===== config.mk =====
export PLATFORM = sky130hd
export DESIGN_NAME = fir_stream_adapter
export DESIGN_NICKNAME = d
export VERILOG_FILES = /design/src/rtl/fir_stream_adapter_pkg.sv /design/src/rtl/fir_stream_adapter.sv
export SDC_FILE = /design/constraint.sdc
export NUM_CORES = 1
export LEC_CHECK = 0
export BUFFER_PORTS_ARGS = -buffer_cell sky130_fd_sc_hd__buf_2
export CAP_MARGIN = 20
export CORE_MARGIN = 2
export CORE_UTILIZATION = 45
export CTS_BUF_LIST = sky130_fd_sc_hd__clkbuf_4 sky130_fd_sc_hd__clkbuf_8
export DETAILED_ROUTE_END_ITERATION = 8
export PLACE_DENSITY = 0.82
export SLEW_MARGIN = 20
export SYNTH_ARGS = -nofsm -noshare
export SYNTH_HDL_FRONTEND = slang
export SYNTH_SLANG_ARGS = --single-unit

===== constraint.sdc =====
create_clock -name clkIn -period 2.44 [get_ports clkIn]
set_input_delay 0.488 -clock clkIn [delete_from_list [all_inputs] [get_ports clkIn]]
set_output_delay 0.488 -clock clkIn [all_outputs]
set_load 0.03 [all_outputs]

===== src/rtl/fir_stream_adapter_pkg.sv =====
// Shared widths, sizing limits and FIR-side FSM state encoding for fir_stream_adapter.
package fir_stream_adapter_pkg;

  localparam int SAMPLE_WIDTH    = 16;
  localparam int RESULT_WIDTH    = 32;
  localparam int MAX_SAMPLES_NUM = 8;
  localparam int COUNT_WIDTH     = $clog2(MAX_SAMPLES_NUM + 1);

  typedef enum logic {
    IDLE = 1'b0,
    WAIT = 1'b1
  } firState_t;

endpackage


===== src/rtl/fir_stream_adapter.sv =====
// Packs SAMPLES_NUM samples into a FIR block, launches it one cycle after the last sample, and serializes results MSB slice first.
// Sample ready is registered-count based; a new launch waits for FIR idle and all prior result words to drain.
module fir_stream_adapter
  import fir_stream_adapter_pkg::*;
#(
  parameter int SAMPLES_NUM = 4
) (
  input  logic                                 clkIn,
  input  logic                                 nResetIn,
  input  logic                                 sampleValidIn,
  input  logic [SAMPLE_WIDTH-1:0]              sampleIn,
  output logic                                 sampleReadyOut,
  output logic                                 firStartOut,
  output logic [SAMPLE_WIDTH*SAMPLES_NUM-1:0]  firDataOut,
  input  logic                                 firBusyIn,
  input  logic                                 firDoneIn,
  input  logic [RESULT_WIDTH*SAMPLES_NUM-1:0]  firDataIn,
  output logic                                 resultValidOut,
  output logic [RESULT_WIDTH-1:0]              resultOut,
  input  logic                                 resultReadyIn,
  output logic                                 protocolErrorOut
);

  localparam logic [COUNT_WIDTH-1:0] FULL_COUNT = COUNT_WIDTH'(SAMPLES_NUM);

  firState_t                          state;
  logic [COUNT_WIDTH-1:0]             collectCount;
  logic [COUNT_WIDTH-1:0]             emitCount;
  logic [SAMPLE_WIDTH*SAMPLES_NUM-1:0] collectBuf;
  logic [RESULT_WIDTH*SAMPLES_NUM-1:0] emitBuf;

  logic sampleAccept;
  logic launch;
  logic doneCapture;
  logic resultAccept;

  assign sampleReadyOut = (collectCount < FULL_COUNT);
  assign sampleAccept   = sampleValidIn && sampleReadyOut;

  // Emit side must be empty so one result block never overlaps the next.
  assign launch = (state == IDLE) && (collectCount == FULL_COUNT) &&
                  !firBusyIn && (emitCount == '0);

  assign doneCapture    = (state == WAIT) && firDoneIn;
  assign resultValidOut = (emitCount != '0);
  assign resultAccept   = resultValidOut && resultReadyIn;
  assign resultOut      = emitBuf[RESULT_WIDTH*SAMPLES_NUM-1 -: RESULT_WIDTH];

  always_ff @(posedge clkIn or negedge nResetIn) begin
    if (!nResetIn) begin
      collectCount <= '0;
      collectBuf   <= '0;
    end else if (launch) begin
      collectCount <= '0;
    end else if (sampleAccept) begin
      collectBuf[int'(collectCount)*SAMPLE_WIDTH +: SAMPLE_WIDTH] <= sampleIn;
      collectCount <= collectCount + 1'b1;
    end
  end

  always_ff @(posedge clkIn or negedge nResetIn) begin
    if (!nResetIn) begin
      state            <= IDLE;
      firStartOut      <= 1'b0;
      firDataOut       <= '0;
      protocolErrorOut <= 1'b0;
    end else begin
      firStartOut <= 1'b0;
      case (state)
        IDLE: begin
          // A done pulse with nothing outstanding is a FIR handshake violation.
          if (firDoneIn) begin
            protocolErrorOut <= 1'b1;
          end
          if (launch) begin
            firDataOut  <= collectBuf;
            firStartOut <= 1'b1;
            state       <= WAIT;
          end
        end
        WAIT: begin
          if (firDoneIn) begin
            state <= IDLE;
          end
        end
        default: state <= IDLE;
      endcase
    end
  end

  always_ff @(posedge clkIn or negedge nResetIn) begin
    if (!nResetIn) begin
      emitCount <= '0;
      emitBuf   <= '0;
    end else if (doneCapture) begin
      emitBuf   <= firDataIn;
      emitCount <= FULL_COUNT;
    end else if (resultAccept) begin
      emitBuf   <= emitBuf << RESULT_WIDTH;
      emitCount <= emitCount - 1'b1;
    end
  end

endmodule


-- Yosys cells after proc, flatten, opt, wreduce, memory -nomap -nowiden
Index checks and enable logic that the tools add are counted.
W data, S select, Z words.
- bits of input ports: 150
- word-level logic and storage cells: 42
- register bits after elaboration: 267
- output and inout bits: 100
- eq/ne operators: 1
- bitwise operators: 2
- muxes and demuxes: 11
- $add $sub $neg: 3
- shift operators: 2
- reductions and logical operators: 14
- $lt $le $gt $ge: 1
- operator list (cell ; count):
    $mux W128 ; 2
    $bwmux W64 ; 1
    $shift A16 B33 Y64 const A ; 1
    $shiftx A16 B33 Y64 ; 1
    $neg A8 Y33 ; 1
    $mux W4 ; 4
    $logic_and A1 B1 Y1 ; 6
    $reduce_and A2 Y1 ; 3
    $add A4 B1 Y4 const B ; 1
    $eq A4 B3 Y1 const B ; 1
    $logic_not A4 Y1 ; 1
    $lt A4 B3 Y1 const B ; 1
    $reduce_bool A2 Y1 ; 2
    $reduce_bool A4 Y1 ; 1
    $sub A4 B1 Y4 const B ; 1
    $mux W1 ; 3
    $not A1 Y1 ; 2
    $pmux W1 S2 ; 1
    $logic_not A1 Y1 ; 1

-- Logic depth before layout (Yosys ltp)
Gate-level depths: netlist (run 1).
- word-level depth: 6
- depth in mapped cells: 9
- gate-level depth less buffers: 6

-- Least setup slack after synthesis (run 1)
Ideal clock, no wire load.
- kind: register -> register
- from: register collectCount[2]
- to: register collectBuf[13]
- data required time: 2.315 ns
- clock period less this slack: 2.298 ns
- path buffers: 1
- arrival: 2.172 ns
- slack: 0.142 ns
- stages on the path, launching flop included: 7
- cell sequence: dfrtp_1 > or3_1 > ha_1 > nor4b_2 > nand3_4 > buf_6 > mux2_4
- longest elaborated chain between the ends: 6
- elaborated cells on any way between the ends: 12
- classes of those cells: 1 x add/sub; 1 x order compare; 1 x eq/ne; 2 x shift; 1 x mux; 1 x bitwise; 5 x reduce/logical
- RTL lines (element ; RTL line ; text):
    start: declaration ; fir_stream_adapter.sv:27 ; logic [COUNT_WIDTH-1:0] collectCount;
    start signal: assignment ; fir_stream_adapter.sv:57 ; collectCount <= collectCount + 1'b1;
    branches (longest 6 deep; another with $neg A8 Y33) ; - ;
    end signal: indexed assignment ; fir_stream_adapter.sv:56 ; collectBuf[int'(collectCount)*SAMPLE_WIDTH +: SAMPLE_WIDTH] <= sampleIn;
    end: declaration ; fir_stream_adapter.sv:29 ; logic [SAMPLE_WIDTH*SAMPLES_NUM-1:0] collectBuf;
Parallel ways; which one is timed is not known.
A chain may end at the register's enable or synchronous reset.

-- Worst setup path in the final report (run 1)
- from: register collectCount[0]
- to: register collectBuf[41]
Same word-level chain as after synthesis.

==> results.md, run 1 <==
* Status: finished, final reports clean
* Cell with the most instances after synthesis: dfrtp_1
* Die W at 166 um
* Core Area at 0.0260 sq mm
* Area contributors post-synth: dfrtp_1 (56%), mux2_2 (6.8%), o21ai_0 (5.6%)
* # setup viols final at 0
* Wire per inst at approximately 18 um
* Residual DRC at 0
* First-pass GRT wire length at 49600 um
* MaxCap Viol Count at 0
* Clock root buffer: clkbuf_8
* # port buffers at 249
* Tot Pwr at approximately 16 mW
* CTS Buf Count at 45
* Iter 0 DRT Violations at between 1k and 1.5k
* # nets final at 1523
* WP data required at 2.88 ns
* Syn-to-layout area delta at 20.0%
* Reg2reg setup slack at 0.16 ns
* Worst-Margin Slew at 0.641 ns
* GP Congestion at 0.846
* Gr usage total at 21.8%
* Routed Antenna Nets at 0
* Initial Utilization at 45.7%
* Post-route setup TNS at 0 ns
* Clock Tree Buf Depth at 3
* Vias in the first global route at 9313
* Hold/Removal Path Class: primary input to flop
* RSZ-0062 raised after global routing: false
* PD cells at 1130 mW/mm^2
* Post-DP HPWL at about 20000 um
* Fin. Hold Viols at 0
* TritonCTS clock tree: built
* Static leakage at 7.44 nW
* Top_reg_cell synth: dfrtp_1
* GRT overflow at 0
* Skew-Pair Late Insertion Delay at 0.53 ns
* Rows at around 60
* Worst hold stages at 3
* CP max FO at 16
* CP cell instances: or3_1, ha_1, buf_4, and3_1, nand3_4, mux2i_1
* Crit. End Element: flop
* Io pins at 250
* Worst Hold End: emitBuf[30]
* Fin. max-slew vios at 0
* Post-synthesis instance area at 0.0119 sq mm
* Yosys reg bits at 267
* Die Area at 0.0277 sq mm
* CP delay by family, top: simple AND/OR/NAND/NOR gates
* Worst Path Buf+Inv at 1
* FF-to-FF Start: collectCount[0]
* Hold_sp: firDataIn[30]
* Critical path's largest stage delay at 0.49 ns
* Final period utilization at between 90 and 100%
* Ys async rst share at between 90% and 100%
* VDD IR-drop max at 0.000756 V
* Synthesis Warnings at 0
* Min Clock Period, post-route at 2.28 ns
* Vias per cell at ~5.4
* Area share of the largest cell type after synthesis at 56.3%
* Gate Count Post-Synth at approximately 1.2k
* Max Clock Freq at 438 MHz
* Final setup margin at 0.158 ns
* R2r worst-path depth at 6
* Worst slew margin at 57.3%
* Syn nets at around 1.3k
* Clock sink count at 267
* Crit path kind: flop to flop
* Register area share after synthesis at 56.3%
* Cell taking the most area after synthesis: dfrtp_1
* Distinct cells, synth at 39
* Mean Syn Cell Area at 10.2 sq um
* Clock Skew at 0.0228 ns
* Worst EP arrival at 2.72 ns
* Fill count at approximately 2.3k
* Layout cell share with drive strength beyond 1 at 32.1%
* Worst path slowest cell: dfrtp_1
* Pre-CTS setup slack at approximately 0.14 ns
* Pin count of the biggest net entering global routing at 101
* Die H at 166 um
* Reg2Reg Capture Point: collectBuf[41]
* Initial antenna violation count at 4
* H-tree depth at 2
* CP Launch Type: flop
* Clock-pin slew on the worst setup and hold paths at approximately 0.06 ns
* EDFF count, synth at 0
* DRT Pass-1 Iters at 6
* Most frequent cells after synthesis: dfrtp_1 (267), o21ai_0 (132), nand2_1 (118)
* Post-Route WL at roughly 31000 um
* DR vias at ~9.4k
## sequential cells by signal, summed over array words and instances (netlist names)
register / flops
firDataOut: 64
firStartOut: 1
emitCount: 4
state: 1
protocolErrorOut: 1
collectBuf: 64
emitBuf: 128
collectCount: 4
## tightest hold or removal path, cell delays in order
cell and delay (ns):
buf_2 0.08, nand2_1 0.04, o21ai_0 0.05
## cell families (layout without fill, tap and decap cells)
family                   after synthesis  count (layout)  share of synthesized area (%)
AO/OA/AOI/OAI                        333             333                           15.2
adder cells (fa/ha/maj)                5               5                          0.527
buffers and inverters                186             421                           7.42
flip-flops                           267             267                           56.3
multiplexers                         128             128                           11.7
other                                  0               3                              0
AND/OR/NAND/NOR                      244             244                           8.86
## layer usage
layer,part of all wire [%],vias up,track usage (%),routed length (um)
li1,-,4376,-,-
met1,42,4609,29.6,12900
met2,47,405,34.2,14600
met3,8.7,51,6.20,2700
met4,2.5,2,6.45,769
met5,0.036,-,0,11
## cell type report
cell class	instances	area [sq um]	share of cell area, %
Clock inverter	14	98.8	0.694
Tap cell	335	419	2.94
Antenna cell	3	7.51	0.0527
Sequential cell	267	6680	46.9
Multi-Input combinational cell	710	4320	30.3
Clock buffer	63	811	5.69
Inverter	60	230	1.62
Timing Repair Buffer	284	1670	11.8
## placed cells by master (no fill, tap or decap), drive strengths merged, types with 2 or more instances in the layout
cell    instances
buf           283
dfrtp         267
o21ai         133
nand2         118
nor2           99
a21oi          98
a31oi          97
mux2           77
clkbuf         63
inv            59
mux2i          51
clkinv         14
and3            7
ha              5
nor3            4
nand3           4
diode           3
or3             2
nor3b           2
nor4b           2
and2            2
## through the flow
step           std cells  utilization, %  cell area [sq um]  hold WS [ns]
3_5_place_dp        1651            51.1              13300         0.360
5_1_grt             1734            54.8              14200         0.148
6_report            1736            54.8              14200         0.162
4_1_cts             1730            54.7              14200         0.126
3_3_place_gp        1651            51.1              13300         0.354
2_1_floorplan       1163               -              11900         0.192
## timing repair
action                     in CTS  in global routing
resized for setup               1                  0
setup buffers                   1                  3
hold endpoints to repair       23                  0
setup endpoints to repair       1                  1
hold buffers                    1                  0
## power breakdown
| group | total, mW | internal [mW] | switching (mW) |
|---|---|---|---|
| combinational | 5.38 | 1.91 | 3.46 |
| clock | 4.04 | 2.25 | 1.79 |
| sequential | 6.68 | 5.88 | 0.807 |
## worst max path at each step
stage,start,endpoint,slack [ns],cells past startpoint
4_1_cts,emitCount[0],resultValidOut,0.08,5
3_3_place_gp,collectCount[0],collectBuf[2],0.24,6
6_report,collectCount[0],collectBuf[41],0.16,6
5_1_grt,collectCount[0],collectBuf[6],0.01,6
3_5_place_dp,collectCount[0],collectBuf[32],0.14,6
2_1_floorplan,collectCount[2],collectBuf[13],0.14,6
No activity file was read; power rests on OpenSTA's default activity.
==> inputs of run 2 (changes only) <==
--- a/config.mk
+++ b/config.mk
@@ -7,11 +7,14 @@
 export LEC_CHECK = 0
 export BUFFER_PORTS_ARGS = -buffer_cell sky130_fd_sc_hd__buf_2
 export CAP_MARGIN = 20
+export CELL_PAD_IN_SITES_DETAIL_PLACEMENT = 0
+export CELL_PAD_IN_SITES_GLOBAL_PLACEMENT = 2
+export CORE_ASPECT_RATIO = 0.5
 export CORE_MARGIN = 2
-export CORE_UTILIZATION = 45
+export CORE_UTILIZATION = 32
 export CTS_BUF_LIST = sky130_fd_sc_hd__clkbuf_4 sky130_fd_sc_hd__clkbuf_8
 export DETAILED_ROUTE_END_ITERATION = 8
-export PLACE_DENSITY = 0.82
+export PLACE_DENSITY = 0.9
 export SLEW_MARGIN = 20
 export SYNTH_ARGS = -nofsm -noshare
 export SYNTH_HDL_FRONTEND = slang
==> results.md, run 2 (synthesis gave the netlist of run 1 again) <==
* Clock Skew at 0.0234 ns
* CP delay by family, top: buffers and inverters
* # nets final at 1526
* Die Area at 0.0387 sq mm
* TritonCTS clock tree: built
* Post-Route WL at 34700 um
* GP Congestion at 0.842
* Worst path slowest cell: dfrtp_1
* FF-to-FF Start: emitCount[0]
* Gr usage total at around 18%
* Core Area at 0.0362 sq mm
* DRT Pass-1 Iters at 5
* # port buffers at 249
* Hold_sp: firDataIn[2]
* P_int at 10.2 mW
* Placed insts at 1803
* Wire per inst at approximately 18 um
* Fill count at 3572
* Routing usage on met2 at 30.0%
* Final setup margin at 0.0555 ns
* CP cell instances: inv_2, ha_1, nor3b_4, bufinv_16, buf_2
* Crit. End Element: output port
* Clock root buffer: clkbuf_8
* Critical path's largest stage delay at 0.41 ns
* Layout cell share with drive strength beyond 1 at 32.3%
* MaxCap Viol Count at 0
* Gr busiest metal: met2
* Commonest cells after routing, fill and taps aside: dfrtp_1 (267), buf_2 (247), o21ai_0 (132)
* Final period utilization at 97.7%
* Hold/Removal Path Class: primary input to flop
* Utilization after layout at 40.1%
* Most common cell after layout, fill and taps aside: dfrtp_1
* Max reg flops at 128
* RSZ-0062 raised after global routing: true
* Min Clock Period, post-route at 2.38 ns
* WP data required at 1.95 ns
* Vias per cell at slightly below 5
* Register bank with the most flops: emitBuf
* Fin. Hold Viols at 0
* Met3 Resource Use GR at 3.30%
* Worst Path Buf+Inv at 3
* Residual DRC at 0
* Initial Utilization at 32.7%
* DR vias at 9329
* Worst EP arrival at 1.90 ns
* # setup viols final at 0
* Clock sink count at 267
* Static leakage at roughly 7.5 nW
* Biggest regs: emitBuf x128, collectBuf x64, firDataOut x64
* Register share of total power at 41.0%
* H-tree depth at 2
* Clock Power Share at 25.6%
* Crit path kind: flop to output port
* PD cells at 1130 mW/mm^2
* NetSw at 6.19 mW
* Pin count of the biggest net entering global routing at about 100
* Skew-Pair Late Insertion Delay at 0.56 ns
* VDD IR-drop max at 0.000412 V
* Initial antenna violation count at 5
* Fin. max-slew vios at 0
* Max Clock Freq at 419 MHz
* Post-DP HPWL at approximately 24000 um
* Comb pwr share at 33.4%
* CP Launch Type: flop
* First-pass GRT wire length at around 54000 um
* Worst-Margin Slew at 0.931 ns
* Worst slew margin at a little under two fifths
* Die W at 276 um
* Non-filler cells, final at 1889
* CTS Buf Count at 42
* Net Sw Frac at 37.8%
* Routed Antenna Nets at 0
* GRT overflow at 0
* Pre-CTS setup slack at 0.158 ns
* Status: finished, final reports clean
* Rows at 49
* Crit. Startpoint: emitCount[0]
* CP max FO at 4
* Clock Tree Buf Depth at 3
* Met1 usage at 22.6%
* Io pins at 250
* Syn-to-layout area delta at 22.6%
* Die H at 140 um
* Vias in the first global route at 9812
* Clock-pin slew on the worst setup and hold paths at 0.07 ns
* Iter 0 DRT Violations at 662
[run 2: cell count changes in the layout (fill, tap and decap cells not counted), sizes merged]
cell	before	now
clkbuf	63	69
clkinvlp	0	2
diode	3	4
clkinv	14	3
bufinv	1	2
buf	283	286
inv	59	61
[run 2: through the flow]
| step | power (mW) | hold WS [ns] | cell area [sq um] | TNS [ns] |
|---|---|---|---|---|
| 2_1_floorplan | 10.5 | 0.192 | 11900 | 0 |
| 3_3_place_gp | 12.0 | 0.440 | 13500 | 0 |
| 3_5_place_dp | 12.2 | 0.443 | 13500 | 0 |
| 4_1_cts | 16.5 | 0.0967 | 14500 | 0 |
| 5_1_grt | 17.3 | 0.106 | 14500 | -0.0267 |
| 6_report | 16.4 | 0.135 | 14500 | 0 |
[run 2: worst paths after layout]
path / endpoint / slack [ns] / depth (start not counted)
max: resultValidOut / 0.06 / 5
min: emitBuf[2] / 0.14 / 3
max reg2reg: firDataOut[41] / 0.09 / 9
min reg2reg: protocolErrorOut / 0.46 / 1
max in group asynchronous: emitBuf[95] / 1.18 / 3
min in group asynchronous: firDataOut[50] / 0.52 / 2
[run 2: what timing repair did]
item | in CTS | in global routing
hold endpoints to repair | 70 | 0
hold buffers | 1 | 0
setup endpoints to repair | 1 | 35
resized for setup | 4 | 4
setup buffers | 2 | 2
gates cloned | 1 | 2
[run 2: tightest hold or removal path, delay by kind of cell]
family | cells | cell delay, ns
and+or+nand+nor | 1 | 0.03
buffers and inverters | 1 | 0.08
AOI/OAI and AO/OA | 1 | 0.05
[run 2: layout make-up]
type / instances / area (sq um) / share of cell area [%]
Clock inverter: 6 / 60.1 / 0.413
Inverter: 60 / 254 / 1.75
Multi-Input combinational cell: 710 / 4330 / 29.7
Tap cell: 484 / 606 / 4.16
Antenna cell: 4 / 10.0 / 0.0688
Timing Repair Buffer: 288 / 1720 / 11.8
Sequential cell: 267 / 6680 / 45.9
Timing Repair inverter: 2 / 17.5 / 0.120
Clock buffer: 68 / 873 / 6.00
[run 2: power by group through the flow]
stage / logic [mW] / clock network (mW) / registers [mW]
floorplan: 3.26 / 0 / 7.28
global placement: 5.21 / 0 / 6.74
detailed placement: 5.37 / 0 / 6.79
CTS: 5.47 / 4.31 / 6.72
global route: 5.93 / 4.50 / 6.89
finish: 5.47 / 4.19 / 6.71
[run 2: metal layers]
metal	up-vias	wire length, um
li1	4385	-
met1	4628	14800
met4	0	699
met3	52	1680
met5	-	0
met2	264	17500
==> inputs of run 3 (changes only) <==
--- a/config.mk
+++ b/config.mk
@@ -5,15 +5,15 @@
 export SDC_FILE = /design/constraint.sdc
 export NUM_CORES = 1
 export LEC_CHECK = 0
-export BUFFER_PORTS_ARGS = -buffer_cell sky130_fd_sc_hd__buf_2
 export CAP_MARGIN = 20
 export CELL_PAD_IN_SITES_DETAIL_PLACEMENT = 0
 export CELL_PAD_IN_SITES_GLOBAL_PLACEMENT = 2
 export CORE_ASPECT_RATIO = 0.5
 export CORE_MARGIN = 2
-export CORE_UTILIZATION = 32
+export CORE_UTILIZATION = 37
 export CTS_BUF_LIST = sky130_fd_sc_hd__clkbuf_4 sky130_fd_sc_hd__clkbuf_8
 export DETAILED_ROUTE_END_ITERATION = 8
+export DONT_BUFFER_PORTS = 1
 export PLACE_DENSITY = 0.9
 export SLEW_MARGIN = 20
 export SYNTH_ARGS = -nofsm -noshare
==> results.md, run 3 (synthesis gave the netlist of run 1 again) <==
* Pre-CTS setup slack at roughly 0.21 ns
* CP cell instances: inv_1, ha_1, nor3b_4, inv_4, buf_16
* TritonCTS clock tree: built
* Worst EP arrival at roughly 1.8 ns
* Worst path slowest cell: dfrtp_1
* Static leakage at 6.28 nW
* # port buffers at 0
* Status: finished with violations
* DRT Pass-1 Iters at 5
* NetSw at 5.83 mW
* Crit. End Element: output port
* # setup viols final at 0
* Iter 0 DRT Violations at 797
* VDD IR-drop max at 0.000551 V
* H-tree depth at 2
* Most common cell after layout, fill and taps aside: dfrtp_1
* Initial Utilization at between 30% and 40%
* Hold/Removal Path Class: primary input to async pin
* Fin. max-slew vios at 0
* Core Area at approximately 0.032 sq mm
* Syn-to-layout area delta at 9.47%
* GRT overflow at 0
* Commonest cells after routing, fill and taps aside: dfrtp_1 (267), o21ai_0 (132), nand2_1 (117)
* First-pass GRT wire length at 48200 um
* Hold WS at -0.378 ns
* GP Congestion at 0.841
* PD cells at about 1200 mW/mm^2
* CP delay by family, top: buffers and inverters
* Die W at around 260 um
* Fin. Hold Viols at 267
* Post-Route WL at 31700 um
* Crit. Startpoint: emitCount[0]
* Reg2reg setup slack at 0.22 ns
* MaxCap Viol Count at 0
* Instance count on the critical path at 5
* Clock Tree Buf Depth at 3
* Register bank with the most flops: emitBuf
* Clock Power Share at 26.3%
* CP max FO at 44
* Post-route setup TNS at 0 ns
* Routed Antenna Nets at 0
* Clock-pin slew on the worst setup and hold paths at 0.06 ns
* Max reg flops at about 130
* Residual DRC at 0
* DR vias at roughly 8.4k
* CP Launch Type: flop
* Net Sw Frac at 38.2%
* Comb pwr share at 20.5%
* Max Clock Freq at 432 MHz
* Clock root buffer: clkbuf_8
* Reg2Reg Capture Point: collectBuf[2]
* R2r worst-path depth at 6
* Worst-Margin Slew at 0.913 ns
* Clock Skew at approximately 0.02 ns
* Post-DP HPWL at roughly 21000 um
* Clock sink count at ~270
* Worst Path Buf+Inv at 3
* Vias per cell at 5.34
* RSZ-0062 raised after global routing: false
* Worst slew margin at 39.2%
* Final period utilization at 94.8%
* Pin count of the biggest net entering global routing at about 270
* Wire per inst at 20.1 um
* Initial antenna violation count at 1
* # nets final at between 1k and 1.5k
* Min Clock Period, post-route at 2.31 ns
* Rows at 46
* P_int at roughly 9.4 mW
* FF-to-FF Start: collectCount[1]
* Critical path's largest stage delay at 0.39 ns
* Vias in the first global route at 8323
* Die Area at 0.0336 sq mm
* Die H at 131 um
* Layout cell share with drive strength beyond 1 at 16.6%
* WP data required at about 2.0 ns
* Violated checks: hold timing
* Io pins at 250
* Register share of total power at 53.2%
* Final setup margin at 0.127 ns
* Gr usage total at 18.2%
* Crit path kind: flop to output port
* Capture point of the critical path: resultValidOut
* Skew-Pair Late Insertion Delay at between 0.5 and 0.6 ns
* CTS Buf Count at 41
* Biggest regs: emitBuf x128, collectBuf x64, firDataOut x64
[run 3: cell types whose count changed in the layout (fill, tap and decap cells not counted), moves of 2 or more]
cell / previous run / this run
clkinv_2: 3 / 7
clkbuf_4: 10 / 8
buf_2: 247 / 0
dlygate4sd3_1: 1 / 3
buf_12: 11 / 4
buf_8: 2 / 0
clkbuf_8: 58 / 53
buf_4: 26 / 20
[run 3: stage by stage]
stage          power [mW]  util, %  cells  area, sq um  hold slack, ns
2_1_floorplan        10.5        -   1163        11900           0.192
3_3_place_gp         11.1     38.0   1494        12000           0.201
3_5_place_dp         11.3     38.0   1494        12000           0.201
4_1_cts              15.4     40.9   1569        12900          -0.430
5_1_grt              16.1     41.1   1572        13000          -0.442
6_report             15.3     41.1   1574        13000          -0.378
[run 3: final cells by class]
class | count | area (sq um)
Clock inverter | 11 | 90.1
Multi-Input combinational cell | 710 | 4330
Inverter | 60 | 228
Timing Repair Buffer | 30 | 324
Tap cell | 432 | 541
Sequential cell | 267 | 6680
Clock buffer | 61 | 790
Fill cell | 3018 | 18600
Antenna cell | 3 | 7.51
[run 3: power by group through the flow]
stage          Clock (mW)  Combinational [mW]  Sequential [mW]
2_1_floorplan           0                3.26             7.28
3_3_place_gp            0                2.90             8.16
3_5_place_dp            0                3.04             8.23
4_1_cts              4.13                3.08             8.15
5_1_grt              4.35                3.49             8.29
6_report             4.01                3.13             8.12
[run 3: timing repair]
item,CTS,global route
hold endpoints to repair,270,268
buffers inserted,1,0
pin swaps,0,0
gates cloned,0,1
setup endpoints to repair,1,2
hold buffers,2,1
gates resized for setup,0,4
[run 3: how the worst min path moves through the flow]
stage / start / cells past startpoint / slack [ns] / end
4_1_cts: nResetIn / 0 / -0.43 / firDataOut[61]
5_1_grt: nResetIn / 0 / -0.44 / firDataOut[50]
2_1_floorplan: nResetIn / 0 / 0.19 / collectBuf[0]
6_report: nResetIn / 0 / -0.38 / firDataOut[51]
3_3_place_gp: nResetIn / 0 / 0.20 / firDataOut[49]
3_5_place_dp: nResetIn / 0 / 0.20 / firDataOut[51]
[run 3: per-layer routing]
layer	GRT usage, %	vias to the layer above	share of wire, %
li1	-	3877	-
met1	23.5	4243	43
met2	30.2	238	49
met3	4.73	55	6.0
met4	6.09	0	2.4
met5	0	-	0
